$ cat config.mk
export PLATFORM = sky130hd
export DESIGN_NAME = kan_layer_sequencer
export DESIGN_NICKNAME = d
export VERILOG_FILES = /design/src/rtl/kan_pkg.sv /design/src/rtl/kan_mac_unit.sv /design/src/rtl/kan_layer_sequencer.sv
export SDC_FILE = /design/constraint.sdc
export NUM_CORES = 1
export LEC_CHECK = 0
export BUFFER_PORTS_ARGS = -buffer_cell sky130_fd_sc_hd__buf_2
export CORE_UTILIZATION = 44
export CTS_BUF_LIST = sky130_fd_sc_hd__clkbuf_4 sky130_fd_sc_hd__clkbuf_8
export CTS_CLUSTER_DIAMETER = 150
export DETAILED_ROUTE_END_ITERATION = 16
export GPL_ROUTABILITY_DRIVEN = 0
export SLEW_MARGIN = 20
export SYNTH_ARGS = -nofsm -noshare
export SYNTH_HDL_FRONTEND = slang
export SYNTH_SLANG_ARGS = --single-unit
$ cat constraint.sdc
create_clock -name clk -period 8.4 [get_ports clk]
set_clock_uncertainty 0.1 [all_clocks]
set_input_delay 0 -clock clk [delete_from_list [all_inputs] [get_ports clk]]
set_output_delay 0 -clock clk [all_outputs]
set_load 0.01 [all_outputs]
$ cat src/rtl/kan_pkg.sv
// Shared types and helpers for the KAN layer sequencer and its MAC unit.
// Holds the data width, default fraction width, FSM states, saturation and width helpers.
package kan_pkg;

    localparam int DATA_W     = 16;
    localparam int FRAC_W_DEF = 8;
    localparam int SAT_IN_W   = 48;

    typedef enum logic [2:0] {
        S_IDLE  = 3'd0,
        S_FETCH = 3'd1,
        S_DRAIN = 3'd2,
        S_EMIT  = 3'd3,
        S_FIN   = 3'd4
    } seq_state_t;

    // Clamp a wide signed value into the signed 16-bit range.
    function automatic logic [DATA_W-1:0] sat16(input logic signed [SAT_IN_W-1:0] v);
        logic [DATA_W-1:0] r;
        if (v > 48'sd32767) begin
            r = 16'h7FFF;
        end else if (v < -48'sd32768) begin
            r = 16'h8000;
        end else begin
            r = v[DATA_W-1:0];
        end
        return r;
    endfunction

    function automatic int kan_addr_w(input int depth);
        return (depth <= 1) ? 1 : $clog2(depth);
    endfunction

endpackage

$ cat src/rtl/kan_mac_unit.sv
// Registered 16x16 signed multiply-accumulate with clear, enable and a shifted, saturated result.
// With KAN_SEQ_RELU_EN defined, negative results are clamped to zero before being registered.
module kan_mac_unit
    import kan_pkg::*;
#(
    parameter int ACC_W  = 33,
    parameter int FRAC_W = FRAC_W_DEF
) (
    input  logic              clk,
    input  logic              reset,
    input  logic              i_clear,
    input  logic              i_en,
    input  logic              i_load,
    input  logic [DATA_W-1:0] i_w,
    input  logic [DATA_W-1:0] i_x,
    output logic [DATA_W-1:0] o_result
);

    logic signed [31:0]      w_prod;
    logic signed [ACC_W-1:0] w_sum;
    logic signed [ACC_W-1:0] w_shift;
    logic [DATA_W-1:0]       w_sat;
    logic [DATA_W-1:0]       w_res;
    logic signed [ACC_W-1:0] r_acc;
    logic [DATA_W-1:0]       r_result;

    // The load path folds in the in-flight product so the final term is not lost.
    always_comb begin
        w_prod = $signed({{16{i_w[15]}}, i_w}) * $signed({{16{i_x[15]}}, i_x});
        if (i_en) begin
            w_sum = r_acc + ACC_W'(w_prod);
        end else begin
            w_sum = r_acc;
        end
        w_shift = w_sum >>> FRAC_W;
        w_sat   = sat16(SAT_IN_W'(w_shift));
`ifdef KAN_SEQ_RELU_EN
        w_res   = w_sat[DATA_W-1] ? 16'h0000 : w_sat;
`else
        w_res   = w_sat;
`endif
    end

    always_ff @(posedge clk or posedge reset) begin
        if (reset) begin
            r_acc    <= '0;
            r_result <= 16'h0000;
        end else begin
            if (i_clear) begin
                r_acc <= '0;
            end else if (i_en) begin
                r_acc <= w_sum;
            end
            if (i_load) begin
                r_result <= w_res;
            end
        end
    end

    assign o_result = r_result;

endmodule

$ cat src/rtl/kan_layer_sequencer.sv
// Time-multiplexed KAN linear layer: one shared MAC walks every (out, in) weight pair.
// Optional ReLU on each neuron result is enabled by defining KAN_SEQ_RELU_EN.
module kan_layer_sequencer
    import kan_pkg::*;
#(
    parameter int IN_FEATURES  = 2,
    parameter int OUT_FEATURES = 3,
    parameter int ADDR_W       = 8,
    parameter int FRAC_W       = FRAC_W_DEF
) (
    input  logic                            clk,
    input  logic                            reset,
    input  logic                            start,
    input  logic [DATA_W*IN_FEATURES-1:0]   data_in,
    output logic                            busy,
    output logic [ADDR_W-1:0]               w_addr,
    output logic                            w_rd,
    input  logic [DATA_W-1:0]               w_data,
    output logic                            out_valid,
    input  logic                            out_ready,
    output logic [DATA_W-1:0]               out_data,
    output logic [$clog2(OUT_FEATURES):0]   out_idx,
    output logic                            done
);

    localparam int IDX_W = $clog2(OUT_FEATURES) + 1;
    localparam int J_W   = kan_addr_w(IN_FEATURES);
    localparam int ACC_W = 32 + $clog2(IN_FEATURES);
    localparam logic [J_W-1:0]   J_LAST = J_W'(IN_FEATURES - 1);
    localparam logic [IDX_W-1:0] I_LAST = IDX_W'(OUT_FEATURES - 1);

    seq_state_t        r_state;
    logic [IDX_W-1:0]  r_i;
    logic [J_W-1:0]    r_j;
    logic [J_W-1:0]    r_j_d;
    logic              r_rd_d;
    logic [DATA_W-1:0] r_x [IN_FEATURES];
    logic              r_busy;
    logic              r_w_rd;
    logic [ADDR_W-1:0] r_w_addr;
    logic              r_out_valid;
    logic [IDX_W-1:0]  r_out_idx;
    logic              r_done;

    logic              w_hs;
    logic              w_mac_clear;
    logic              w_mac_load;
    logic [DATA_W-1:0] w_x_sel;
    logic [DATA_W-1:0] w_result;

    always_comb begin
        w_hs        = r_out_valid && out_ready;
        w_mac_clear = (r_state == S_IDLE) || w_hs;
        w_mac_load  = (r_state == S_DRAIN);
        w_x_sel     = r_x[r_j_d];
    end

    kan_mac_unit #(
        .ACC_W  (ACC_W),
        .FRAC_W (FRAC_W)
    ) u_mac (
        .clk      (clk),
        .reset    (reset),
        .i_clear  (w_mac_clear),
        .i_en     (r_rd_d),
        .i_load   (w_mac_load),
        .i_w      (w_data),
        .i_x      (w_x_sel),
        .o_result (w_result)
    );

    // Addresses are visited in row-major order, so the next address is always the previous plus one.
    always_ff @(posedge clk or posedge reset) begin
        if (reset) begin
            r_state     <= S_IDLE;
            r_i         <= '0;
            r_j         <= '0;
            r_j_d       <= '0;
            r_rd_d      <= 1'b0;
            for (int k = 0; k < IN_FEATURES; k++) begin
                r_x[k] <= '0;
            end
            r_busy      <= 1'b0;
            r_w_rd      <= 1'b0;
            r_w_addr    <= '0;
            r_out_valid <= 1'b0;
            r_out_idx   <= '0;
            r_done      <= 1'b0;
        end else begin
            r_rd_d <= r_w_rd;
            r_j_d  <= r_j;
            case (r_state)
                S_IDLE: begin
                    if (start) begin
                        for (int k = 0; k < IN_FEATURES; k++) begin
                            r_x[k] <= data_in[DATA_W*k +: DATA_W];
                        end
                        r_i      <= '0;
                        r_j      <= '0;
                        r_busy   <= 1'b1;
                        r_w_rd   <= 1'b1;
                        r_w_addr <= '0;
                        r_state  <= S_FETCH;
                    end
                end
                S_FETCH: begin
                    if (r_j == J_LAST) begin
                        r_w_rd  <= 1'b0;
                        r_state <= S_DRAIN;
                    end else begin
                        r_j      <= r_j + J_W'(1);
                        r_w_addr <= r_w_addr + ADDR_W'(1);
                    end
                end
                S_DRAIN: begin
                    r_out_valid <= 1'b1;
                    r_out_idx   <= r_i;
                    r_state     <= S_EMIT;
                end
                S_EMIT: begin
                    if (w_hs) begin
                        r_out_valid <= 1'b0;
                        if (r_i == I_LAST) begin
                            r_done  <= 1'b1;
                            r_busy  <= 1'b0;
                            r_state <= S_FIN;
                        end else begin
                            r_i      <= r_i + IDX_W'(1);
                            r_j      <= '0;
                            r_w_rd   <= 1'b1;
                            r_w_addr <= r_w_addr + ADDR_W'(1);
                            r_state  <= S_FETCH;
                        end
                    end
                end
                S_FIN: begin
                    r_done  <= 1'b0;
                    r_state <= S_IDLE;
                end
                default: begin
                    r_state     <= S_IDLE;
                    r_busy      <= 1'b0;
                    r_w_rd      <= 1'b0;
                    r_out_valid <= 1'b0;
                    r_done      <= 1'b0;
                end
            endcase
        end
    end

    assign busy      = r_busy;
    assign w_rd      = r_w_rd;
    assign w_addr    = r_w_addr;
    assign out_valid = r_out_valid;
    assign out_data  = w_result;
    assign out_idx   = r_out_idx;
    assign done      = r_done;

endmodule

==> metrics.md, run 1 <==
| Metric | Value |
|---|---|
| Outcome | `finished, final reports clean` |
| Mapped cell area | `16100 µm²` |
| Count leader, synth | `inv_1` |
| Yosys reg bits | `105` |
| Share of layout cells above drive strength 1 | `11.8%` |
| Die Wd | `194 µm` |
| Worst setup SP type | `flop` |
| Final core occ | `49.4%` |
| Syn nets | `2135` |
| Worst-Skew Late Latency | `0.39 ns` |
| CTS tree | `built` |
| Vias in the first global route | `12483` |
| Met3 usage | `2.48%` |
| Pin count of the biggest net entering global routing | `74` |
| Port Buf Inserts | `82` |
| Die area | `37500 µm²` |
| Initial Utilization | `45.1%` |
| Detail Route Antenna Nets | `0` |
| Synth area leader | `fa_1` |
| H-tree depth | `3` |
| I/O pin count | `83` |
| Layout area overhead | `9.55%` |
| Routed wire per std cell | `17.9 µm` |
| Nets | `2218` |
| Synth area leaders | `fa_1, dfrtp_1, inv_1` |
| Asr flop ratio synth | `100%` |
| CP required | `8.52 ns` |
| Critical Path AT | `8.05 ns` |
| GRT Resource Usage Total | `22.9%` |
| Crit share post-route | `94.3%` |
| Synth top area share | `37.1%` |
| Yosys cell types | `63` |
| Setup WS pre-CTS | `0.262 ns` |
| Max-cap viol count | `0` |
| Initial DRC count | `607` |
| Sink Count | `105` |
| Core Rows | `69` |
| Vias per inst | `5.21` |
| HPWL Detailed | `32.2 mm` |
| Final Slew Violations | `0` |
| Max clock buf depth | `2` |
| Min cycle time layout | `7.92 ns` |
| # fillers | `3323` |
| Fin worst setup slack | `0.480 ns` |
| Num CTS Buffers | `9` |
| WL final | `39.9 mm` |
| Ys Warns | `0` |
| Min Hold Slack | `0.0995 ns` |
| Crit path kind | `flop to flop` |
| Die height | `194 µm` |
| Syn avg cell area | `9.61 µm²` |
| Busiest layer in global routing | `met2` |
| CTS Root Cell | `clkbuf_8` |
| Hold Path Class | `primary input to async pin` |
| Vias | `11608` |
| Diodes inserted | `0` |
| Reg clk slew, reported paths | `0.12 ns` |
| Remaining Overflow, GRT | `0` |
| Met1 usage | `33.1%` |
| Max Freq | `0.126 GHz` |
| Number of synthesized flops with an enable pin | `0` |
| Max FO, Critical Path | `16` |
| Final hold vios | `0` |
| Post-Synthesis Cells | `1681` |
| Pre-antenna DRT Iters | `5` |
| DR DRC count | `0` |
| Sequential area share after synthesis | `16.3%` |
| Worst-Margin Slew | `0.944 ns` |
| RSZ-0062 raised after global routing | `false` |
| Initial antenna violation count | `0` |
| First-pass GRT wire length | `68.2 mm` |
| Met2 Usage GRT | `37.0%` |
| # setup viols final | `0` |
| Main synth FF type | `dfrtp_1` |
| Final TNS setup | `0 ns` |
| Slew margin rel. | `37.1%` |
| Core Area | `35800 µm²` |
| Post-synth top cells | `inv_1, fa_1, nand2_1, dfrtp_1, ha_1` |
| Critical Path End Type | `flop` |
final timing paths:
| check | from | endpoint | slack, ns | depth (start not counted) |
|---|---|---|---|---|
| min in group clk | data_in[18] | r_x[2] | 0.27 | 3 |
| setup / recovery | r_j_d | u_mac.o_result[12] | 0.48 | 25 |
| hold reg to reg | w_rd | r_rd_d | 0.39 | 0 |
| max in group asynchronous | reset | r_rd_d | 6.77 | 4 |
| setup reg to reg | r_j_d | u_mac.o_result[12] | 0.48 | 25 |
| hold / removal | reset | r_x[0] | 0.1 | 3 |
placed cells by master, fill, tap and decap left out, drive strengths merged, types with 6 or more instances in the layout:
master,Yosys,final
nand2,153,153
mux2,47,47
or2,17,17
a21o,17,17
buf,9,110
mux2i,27,27
xnor2,25,25
xor2,7,7
a211oi,7,7
dfrtp,105,105
o21ai,26,26
and2,55,55
a31oi,7,7
inv,358,362
o21a,11,11
nand2b,24,24
nand4,7,7
dlygate4sd3,0,35
nor2b,80,80
o32ai,15,15
ha,103,103
nor3,11,11
clkbuf,64,9
fa,299,299
o31ai,6,6
nand3,19,19
a21oi,39,39
nor2,78,78
kinds of logic (layout without fill, tap and decap cells):
| logic type | after synthesis | after routing | synth area share (%) |
|---|---|---|---|
| and+or+nand+nor | 465 | 465 | 14.4 |
| DFF | 105 | 105 | 16.3 |
| AOI/OAI and AO/OA | 171 | 171 | 7.31 |
| adders and majority gates | 402 | 402 | 45.0 |
| buffers and inverters | 431 | 519 | 10.1 |
| muxes | 74 | 74 | 4.95 |
| xor gates and xnor gates | 33 | 33 | 1.87 |
flip-flops by register name, indices dropped and copies added, names as in the netlist, 3 cells and up:
name,count
r_x,32
r_state,3
u_mac.o_result,16
w_addr,8
out_idx,3
u_mac.r_acc,33
r_i,3
worst max-delay path, cell delays in order, from the launching register on:
cell      delay, ns
dfrtp_2        0.50
buf_4          0.16
mux2_2         0.52
nand2_1        0.15
fa_1           0.55
inv_1          0.05
fa_1           0.51
inv_1          0.06
fa_1           0.53
inv_1          0.05
fa_1           0.48
fa_1           0.50
inv_1          0.05
fa_1           0.49
inv_1          0.05
ha_1           0.40
nand2_1        0.12
or4_1          0.50
or3_4          0.40
a311o_1        0.37
o2111a_1       0.25
nor3_2         0.24
nand4_1        0.17
nor4_4         0.16
buf_4          0.25
o32ai_1        0.12
per-stage QoR:
step | cell area, µm² | cells
2_1_floorplan | 16100 | 1681
3_3_place_gp | 17100 | 2176
3_5_place_dp | 17100 | 2176
4_1_cts | 17600 | 2227
5_1_grt | 17700 | 2230
6_report | 17700 | 2230
layer usage:
metal  routed length [µm]  vias up  share of wire, %
met1                18600     5931                47
li1                     -     5351                 -
met4                  886        0               2.2
met2                18900      272                47
met5                    0        -                 0
met3                 1510       54               3.8
layout make-up:
| type | count | area, µm² | share of cell area (%) |
|---|---|---|---|
| multi-input combinational | 1145 | 11900 | 67.5 |
| sequential | 105 | 2630 | 14.9 |
| inverter | 358 | 1350 | 7.61 |
| timing repair buffer | 145 | 996 | 5.63 |
| tap | 461 | 577 | 3.26 |
| clock buffer | 9 | 124 | 0.700 |
| clock inverter | 7 | 80.1 | 0.453 |
timing repair:
action,CTS,global route
hold buffers,35,0
buffers inserted,0,3
endpoints found under the setup margin,0,15
endpoints found under the hold margin,69,0
resized for setup,0,7
Power of run 1 is not shown: default switching activity piles up to over one toggle a cycle in this logic, so the estimate is an artifact.
==> inputs of run 2 (changes only) <==
--- a/config.mk
+++ b/config.mk
@@ -6,6 +6,7 @@
 export NUM_CORES = 1
 export LEC_CHECK = 0
 export BUFFER_PORTS_ARGS = -buffer_cell sky130_fd_sc_hd__buf_2
+export CORE_ASPECT_RATIO = 1.25
 export CORE_UTILIZATION = 44
 export CTS_BUF_LIST = sky130_fd_sc_hd__clkbuf_4 sky130_fd_sc_hd__clkbuf_8
 export CTS_CLUSTER_DIAMETER = 150
==> run 2 against run 1 <==
  * Fmax down 0.89%
  * Register-to-register slack worse by 0.07 ns
  * Utilization down 0.70 points
  * Sequential share of layout area about the same
  * Via count up 0.98%
  * Critical path type unchanged
  * Largest cell class unchanged
  * Highest routed layer unchanged
==> metrics.md, run 2 (synthesis gave the netlist of run 1 again) <==
| Metric | Value |
|---|---|
| Initial DRC count | `517` |
| Port Buf Inserts | `82` |
| Reg clk slew, reported paths | `0.12 ns` |
| RSZ-0062 raised after global routing | `false` |
| Most Frequent Cell on Critical Path | `fa_1` |
| Nets | `2211` |
| Diodes inserted | `0` |
| Crit path kind | `flop to flop` |
| Max FO, Critical Path | `15` |
| Most frequent cells in the layout | `inv_1, fa_1, nand2_1` |
| Slowest Stage Delay on Critical Path | `0.74 ns` |
| HPWL Detailed | `32.8 mm` |
| Initial antenna violation count | `0` |
| Max Freq | `0.125 GHz` |
| Detail Route Antenna Nets | `0` |
| Final hold vios | `0` |
| Worst-Margin Slew | `0.839 ns` |
| Final TNS setup | `0 ns` |
| Layout area overhead | `9.13%` |
| # setup viols final | `0` |
| CTS tree | `built` |
| H-tree depth | `3` |
| Multi-input logic area | `11900 µm²` |
| Crit share post-route | `95.1%` |
| FF/Latch Area | `2630 µm²` |
| Commonest non-fill, non-tap cell in the layout | `inv_1` |
| Pre-antenna DRT Iters | `5` |
| CP required | `8.54 ns` |
| Critical Path AT | `8.13 ns` |
| Die area | `37500 µm²` |
| Routed wire per std cell | `18.1 µm` |
| Vias per inst | `5.23` |
| Core Area | `36200 µm²` |
| Final Slew Violations | `0` |
| Vias in the first global route | `12783` |
| Largest Register | `u_mac.r_acc` |
| Share of layout cells above drive strength 1 | `11.4%` |
| Pin count of the biggest net entering global routing | `64` |
| Slowest cell on crit path | `mux2i_2` |
| WL final | `40.6 mm` |
| Num CTS Buffers | `9` |
| Family with the most delay on the worst path | `adder cells` |
| Critical Path End Type | `flop` |
| Slew margin rel. | `43.0%` |
| Max-cap viol count | `0` |
| Worst r2r src | `r_j_d` |
| CTS Root Cell | `clkbuf_8` |
| Vias | `11722` |
| Min cycle time layout | `7.99 ns` |
| Min Hold Slack | `0.173 ns` |
| Die height | `216 µm` |
| Post-CTS setup buffer count | `0` |
| # fillers | `3399` |
| Sink Count | `105` |
| Core Rows | `78` |
| Die Wd | `173 µm` |
| Max clock buf depth | `2` |
| GRT Resource Usage Total | `22.9%` |
| Hold Path Class | `primary input to async pin` |
| Worst setup SP type | `flop` |
| Max FFs per register | `33` |
| Worst-Skew Late Latency | `0.39 ns` |
| Worst path cell trace | `buf_4 > mux2i_2 > or2_2 > fa_1 > fa_1 > inv_1 > fa_1 > fa_1 > fa_1 > inv_1 > fa_1 > inv_1 > ha_1 > nand2_1 > or4_1 > or3_4 > a311o_1 > o2111a_1 > nor3_2 > nand4_1 > nor4_4 > buf_4 > o32ai_1` |
| I/O pin count | `83` |
| First-pass GRT wire length | `68.1 mm` |
| Worst r2r dst | `u_mac.o_result[9]` |
| Initial Utilization | `44.6%` |
| Number of buffer and inverter stages on the critical path | `5` |
| Worst reg2reg path depth | `23` |
| DR DRC count | `0` |
| Remaining Overflow, GRT | `0` |
| Outcome | `finished, final reports clean` |
| Reg2reg setup slack | `0.41 ns` |
==> run 2: layer usage <==
metal / routed length (µm) / GRT usage (%) / part of all wire [%] / up-vias
met4: 1200 / 7.91 / 3.0 / 0
met5: 0 / 0 / 0 / -
met2: 21000 / 40.2 / 52 / 272
met1: 17000 / 29.7 / 42 / 6042
met3: 1490 / 1.86 / 3.7 / 69
li1: - / - / - / 5339
==> run 2: layout make-up <==
cell class              count  share of cell area (%)
clock buffers              10                   0.745
flip-flops and latches    105                    14.9
multi-input cells        1145                    67.7
inverters                 358                    7.64
repair buffers            138                    5.28
clock inverters             6                   0.348
well taps                 480                    3.41
==> run 2: stage by stage <==
step | std cells | instance area [µm²] | util [%] | worst slack (ns)
after CTS | 2242 | 17600 | 48.6 | 0.0917
after global routing | 2242 | 17600 | 48.7 | 0.0376
after detailed placement | 2191 | 17100 | 47.1 | 0.166
after global placement | 2191 | 17100 | 47.1 | 0.216
after floorplan | 1681 | 16100 | - | 0.380
final | 2242 | 17600 | 48.7 | 0.408
==> run 2: what timing repair did <==
item,4_1_cts,5_1_grt
gates resized for setup,0,5
endpoints found under the hold margin,89,0
endpoints found under the setup margin,0,15
hold buffers,35,0
==> run 2: how the worst max path moves through the flow <==
stage           from                  to  slack, ns  cells after the start
3_3_place_gp   r_j_d  u_mac.o_result[13]       0.22                     23
4_1_cts        r_j_d   u_mac.o_result[9]       0.09                     26
2_1_floorplan  r_j_d   u_mac.o_result[7]       0.38                     29
3_5_place_dp   r_j_d   u_mac.o_result[5]       0.17                     26
5_1_grt        r_j_d  u_mac.o_result[14]       0.04                     26
6_report       r_j_d   u_mac.o_result[9]       0.41                     23
==> run 2: worst reg2reg max path, cell delays in order (launching register included) <==
cell      delay (ns)
dfrtp_1         0.42
buf_4           0.26
mux2i_2         0.75
or2_2           0.25
fa_1            0.45
fa_1            0.53
inv_1           0.06
fa_1            0.50
fa_1            0.43
fa_1            0.49
inv_1           0.05
fa_1            0.48
inv_1           0.05
ha_1            0.40
nand2_1         0.13
or4_1           0.52
or3_4           0.40
a311o_1         0.36
o2111a_1        0.25
nor3_2          0.25
nand4_1         0.17
nor4_4          0.18
buf_4           0.25
o32ai_1         0.12
Power of run 2 is left out for the same reason.
==> inputs of run 3 (changes only) <==
--- a/config.mk
+++ b/config.mk
@@ -6,13 +6,15 @@
 export NUM_CORES = 1
 export LEC_CHECK = 0
 export BUFFER_PORTS_ARGS = -buffer_cell sky130_fd_sc_hd__buf_2
-export CORE_ASPECT_RATIO = 1.25
+export CORE_ASPECT_RATIO = 1.5
 export CORE_UTILIZATION = 44
 export CTS_BUF_LIST = sky130_fd_sc_hd__clkbuf_4 sky130_fd_sc_hd__clkbuf_8
 export CTS_CLUSTER_DIAMETER = 150
+export CTS_CLUSTER_SIZE = 8
 export DETAILED_ROUTE_END_ITERATION = 16
 export GPL_ROUTABILITY_DRIVEN = 0
 export SLEW_MARGIN = 20
 export SYNTH_ARGS = -nofsm -noshare
 export SYNTH_HDL_FRONTEND = slang
+export SYNTH_HIERARCHICAL = 1
 export SYNTH_SLANG_ARGS = --single-unit
==> run 3 against run 2 <==
  * Worst hold slack gained 0.097 ns
  * Count of clock-buffer cells in the layout up 1
  * Cell count fell by 1.2%
  * Largest cell class unchanged
  * Synthesized cell count shrank 1.4%
  * Fmax up 1.6%
  * Critical endpoint is now u_mac/o_result[2]
  * Critical path depth grew 2
  * Register-to-register slack improved by 0.13 ns
  * Utilization about the same
  * Routed wire length is 2.3% lower
  * First-iteration DRC count fell by 21%
==> metrics.md, run 3 <==
| Metric | Value |
|---|---|
| Outcome | `finished, final reports clean` |
| Synth top area share | `37.2%` |
| Routed wire per std cell | `17.9 µm` |
| Met2 wire len | `22.4 mm` |
| Layout area overhead | `8.92%` |
| Post-synth top cells | `inv_1, fa_1, nand2_1, and2_1, dfrtp_1` |
| Final TNS setup | `0 ns` |
| Asr flop ratio synth | `100%` |
| Num CTS Buffers | `9` |
| Most frequent cells in the layout | `inv_1, fa_1, nand2_1` |
| Syn avg cell area | `9.70 µm²` |
| CP required | `8.55 ns` |
| Metal-1 WL | `14.4 mm` |
| Yosys reg bits | `105` |
| Top routing layer in use | `met4` |
| DR DRC count | `0` |
| Critical Path End Type | `flop` |
| # setup viols final | `0` |
| Initial DRC count | `411` |
| Sink Count | `105` |
| Yosys cell types | `65` |
| Slew margin rel. | `45.3%` |
| WL final | `39.7 mm` |
| Met3 wire len | `887 µm` |
| Port Buf Inserts | `82` |
| Reg clk slew, reported paths | `0.10 ns` |
| Pre-antenna DRT Iters | `5` |
| Sequential area share after synthesis | `16.3%` |
| GRT Resource Usage Total | `23.2%` |
| Nets | `2185` |
| Max FFs per register | `33` |
| Die area | `37300 µm²` |
| Final Slew Violations | `0` |
| Max clock buf depth | `2` |
| Max FO, Critical Path | `16` |
| Hold Path Class | `primary input to async pin` |
| Worst-Skew Late Latency | `0.37 ns` |
| Core Rows | `85` |
| HPWL Detailed | `32.9 mm` |
| I/O pin count | `83` |
| Crit path kind | `flop to flop` |
| Ys Warns | `6` |
| RSZ-0062 raised after global routing | `false` |
| Worst setup SP type | `flop` |
| Vias per inst | `5.17` |
| Die Wd | `158 µm` |
| Crit share post-route | `93.6%` |
| Synth area leaders | `fa_1, dfrtp_1, inv_1` |
| CTS Root Cell | `clkbuf_8` |
| Share of layout cells above drive strength 1 | `11.3%` |
| Worst-Margin Slew | `0.819 ns` |
| CTS tree | `built` |
| Vias in the first global route | `12831` |
| Detail Route Antenna Nets | `0` |
| Largest Register | `u_mac/r_acc` |
| Remaining Overflow, GRT | `0` |
| Mapped cell area | `16100 µm²` |
| Final hold vios | `0` |
| First-pass GRT wire length | `66.6 mm` |
| Commonest non-fill, non-tap cell in the layout | `inv_1` |
| H-tree depth | `3` |
| Number of synthesized flops with an enable pin | `0` |
| Die height | `236 µm` |
| Max Freq | `0.127 GHz` |
| Min cycle time layout | `7.87 ns` |
| Core Area | `35900 µm²` |
| Vias | `11454` |
| Pin count of the biggest net entering global routing | `57` |
| Syn nets | `2112` |
| Diodes inserted | `0` |
| Initial Utilization | `44.7%` |
| Max-cap viol count | `0` |
| Synth area leader | `fa_1` |
| Initial antenna violation count | `0` |
| Main synth FF type | `dfrtp_1` |
| Count leader, synth | `inv_1` |
| Post-Synthesis Cells | `1658` |
| Critical Path AT | `8.01 ns` |
## run 3: cell families after synthesis
family	synth area share (%)
AND/OR/NAND/NOR	13.5
AO/OA/AOI/OAI	7.39
XOR/XNOR	1.91
buffers and inverters	10.2
flip-flops	16.3
multiplexers	5.45
adder cells (fa/ha/maj)	45.2
## run 3: repair_timing
| item | CTS | global route |
|---|---|---|
| hold endpoints to repair | 141 | 0 |
| hold buffers | 35 | 0 |
| endpoints found under the setup margin | 0 | 15 |
| gates resized for setup | 0 | 2 |
| setup buffers | 0 | 1 |
## run 3: layout make-up
cell class / count / area (µm²)
Clock inverter: 5 / 85.1
Fill cell: 3454 / 18400
Multi-Input combinational cell: 1128 / 11800
Clock buffer: 11 / 151
Inverter: 355 / 1330
Sequential cell: 105 / 2630
Timing Repair Buffer: 132 / 886
Tap cell: 478 / 598
## run 3: path summary, 6_finish.rpt
path	depth (start not counted)	end	from	slack, ns
worst max-delay path	25	u_mac/o_result[2]	r_j_d	0.53
worst min-delay path	4	u_mac/o_result[7]	reset	0.27
worst max register to register	25	u_mac/o_result[2]	r_j_d	0.53
worst min register to register	0	r_rd_d	w_rd	0.32
max in group asynchronous	4	r_rd_d	reset	7.41
min in group clk	3	r_x[9]	data_in[25]	0.28
## run 3: metrics by stage
stage	utilization (%)	hold WS (ns)	cells	cell area (µm²)	setup slack, ns
global placement	47.0	0.119	2162	16900	0.428
global route	48.7	0.298	2214	17500	0.0828
detailed placement	47.0	0.132	2162	16900	0.271
CTS	48.7	0.269	2213	17500	0.243
finish	48.7	0.270	2214	17500	0.534
floorplan	-	0.0516	1658	16100	0.903
## run 3: per-layer routing
layer	track usage, %	vias up
li1	-	5247
met1	26.4	5894
met2	43.4	219
met3	1.60	94
met4	10.6	0
met5	0	-
## run 3: worst max-delay path, stage by stage (launching register included)
cell and delay [ns]:
dfrtp_2 0.52, buf_4 0.20, mux2_2 0.58, nand2_1 0.16, fa_1 0.52, inv_1 0.05, fa_1 0.51, inv_1 0.06
fa_1 0.53, inv_1 0.06, fa_1 0.46, fa_1 0.50, inv_1 0.05, fa_1 0.49, inv_1 0.05, ha_1 0.35
a21oi_1 0.26, o21ai_0 0.13, a41oi_1 0.43, a21boi_0 0.19, or3_1 0.40, a311oi_1 0.36, nand4_1 0.25, o31ai_4 0.27
buf_12 0.18, o22ai_1 0.10
Power of run 3 is left out for the same reason.
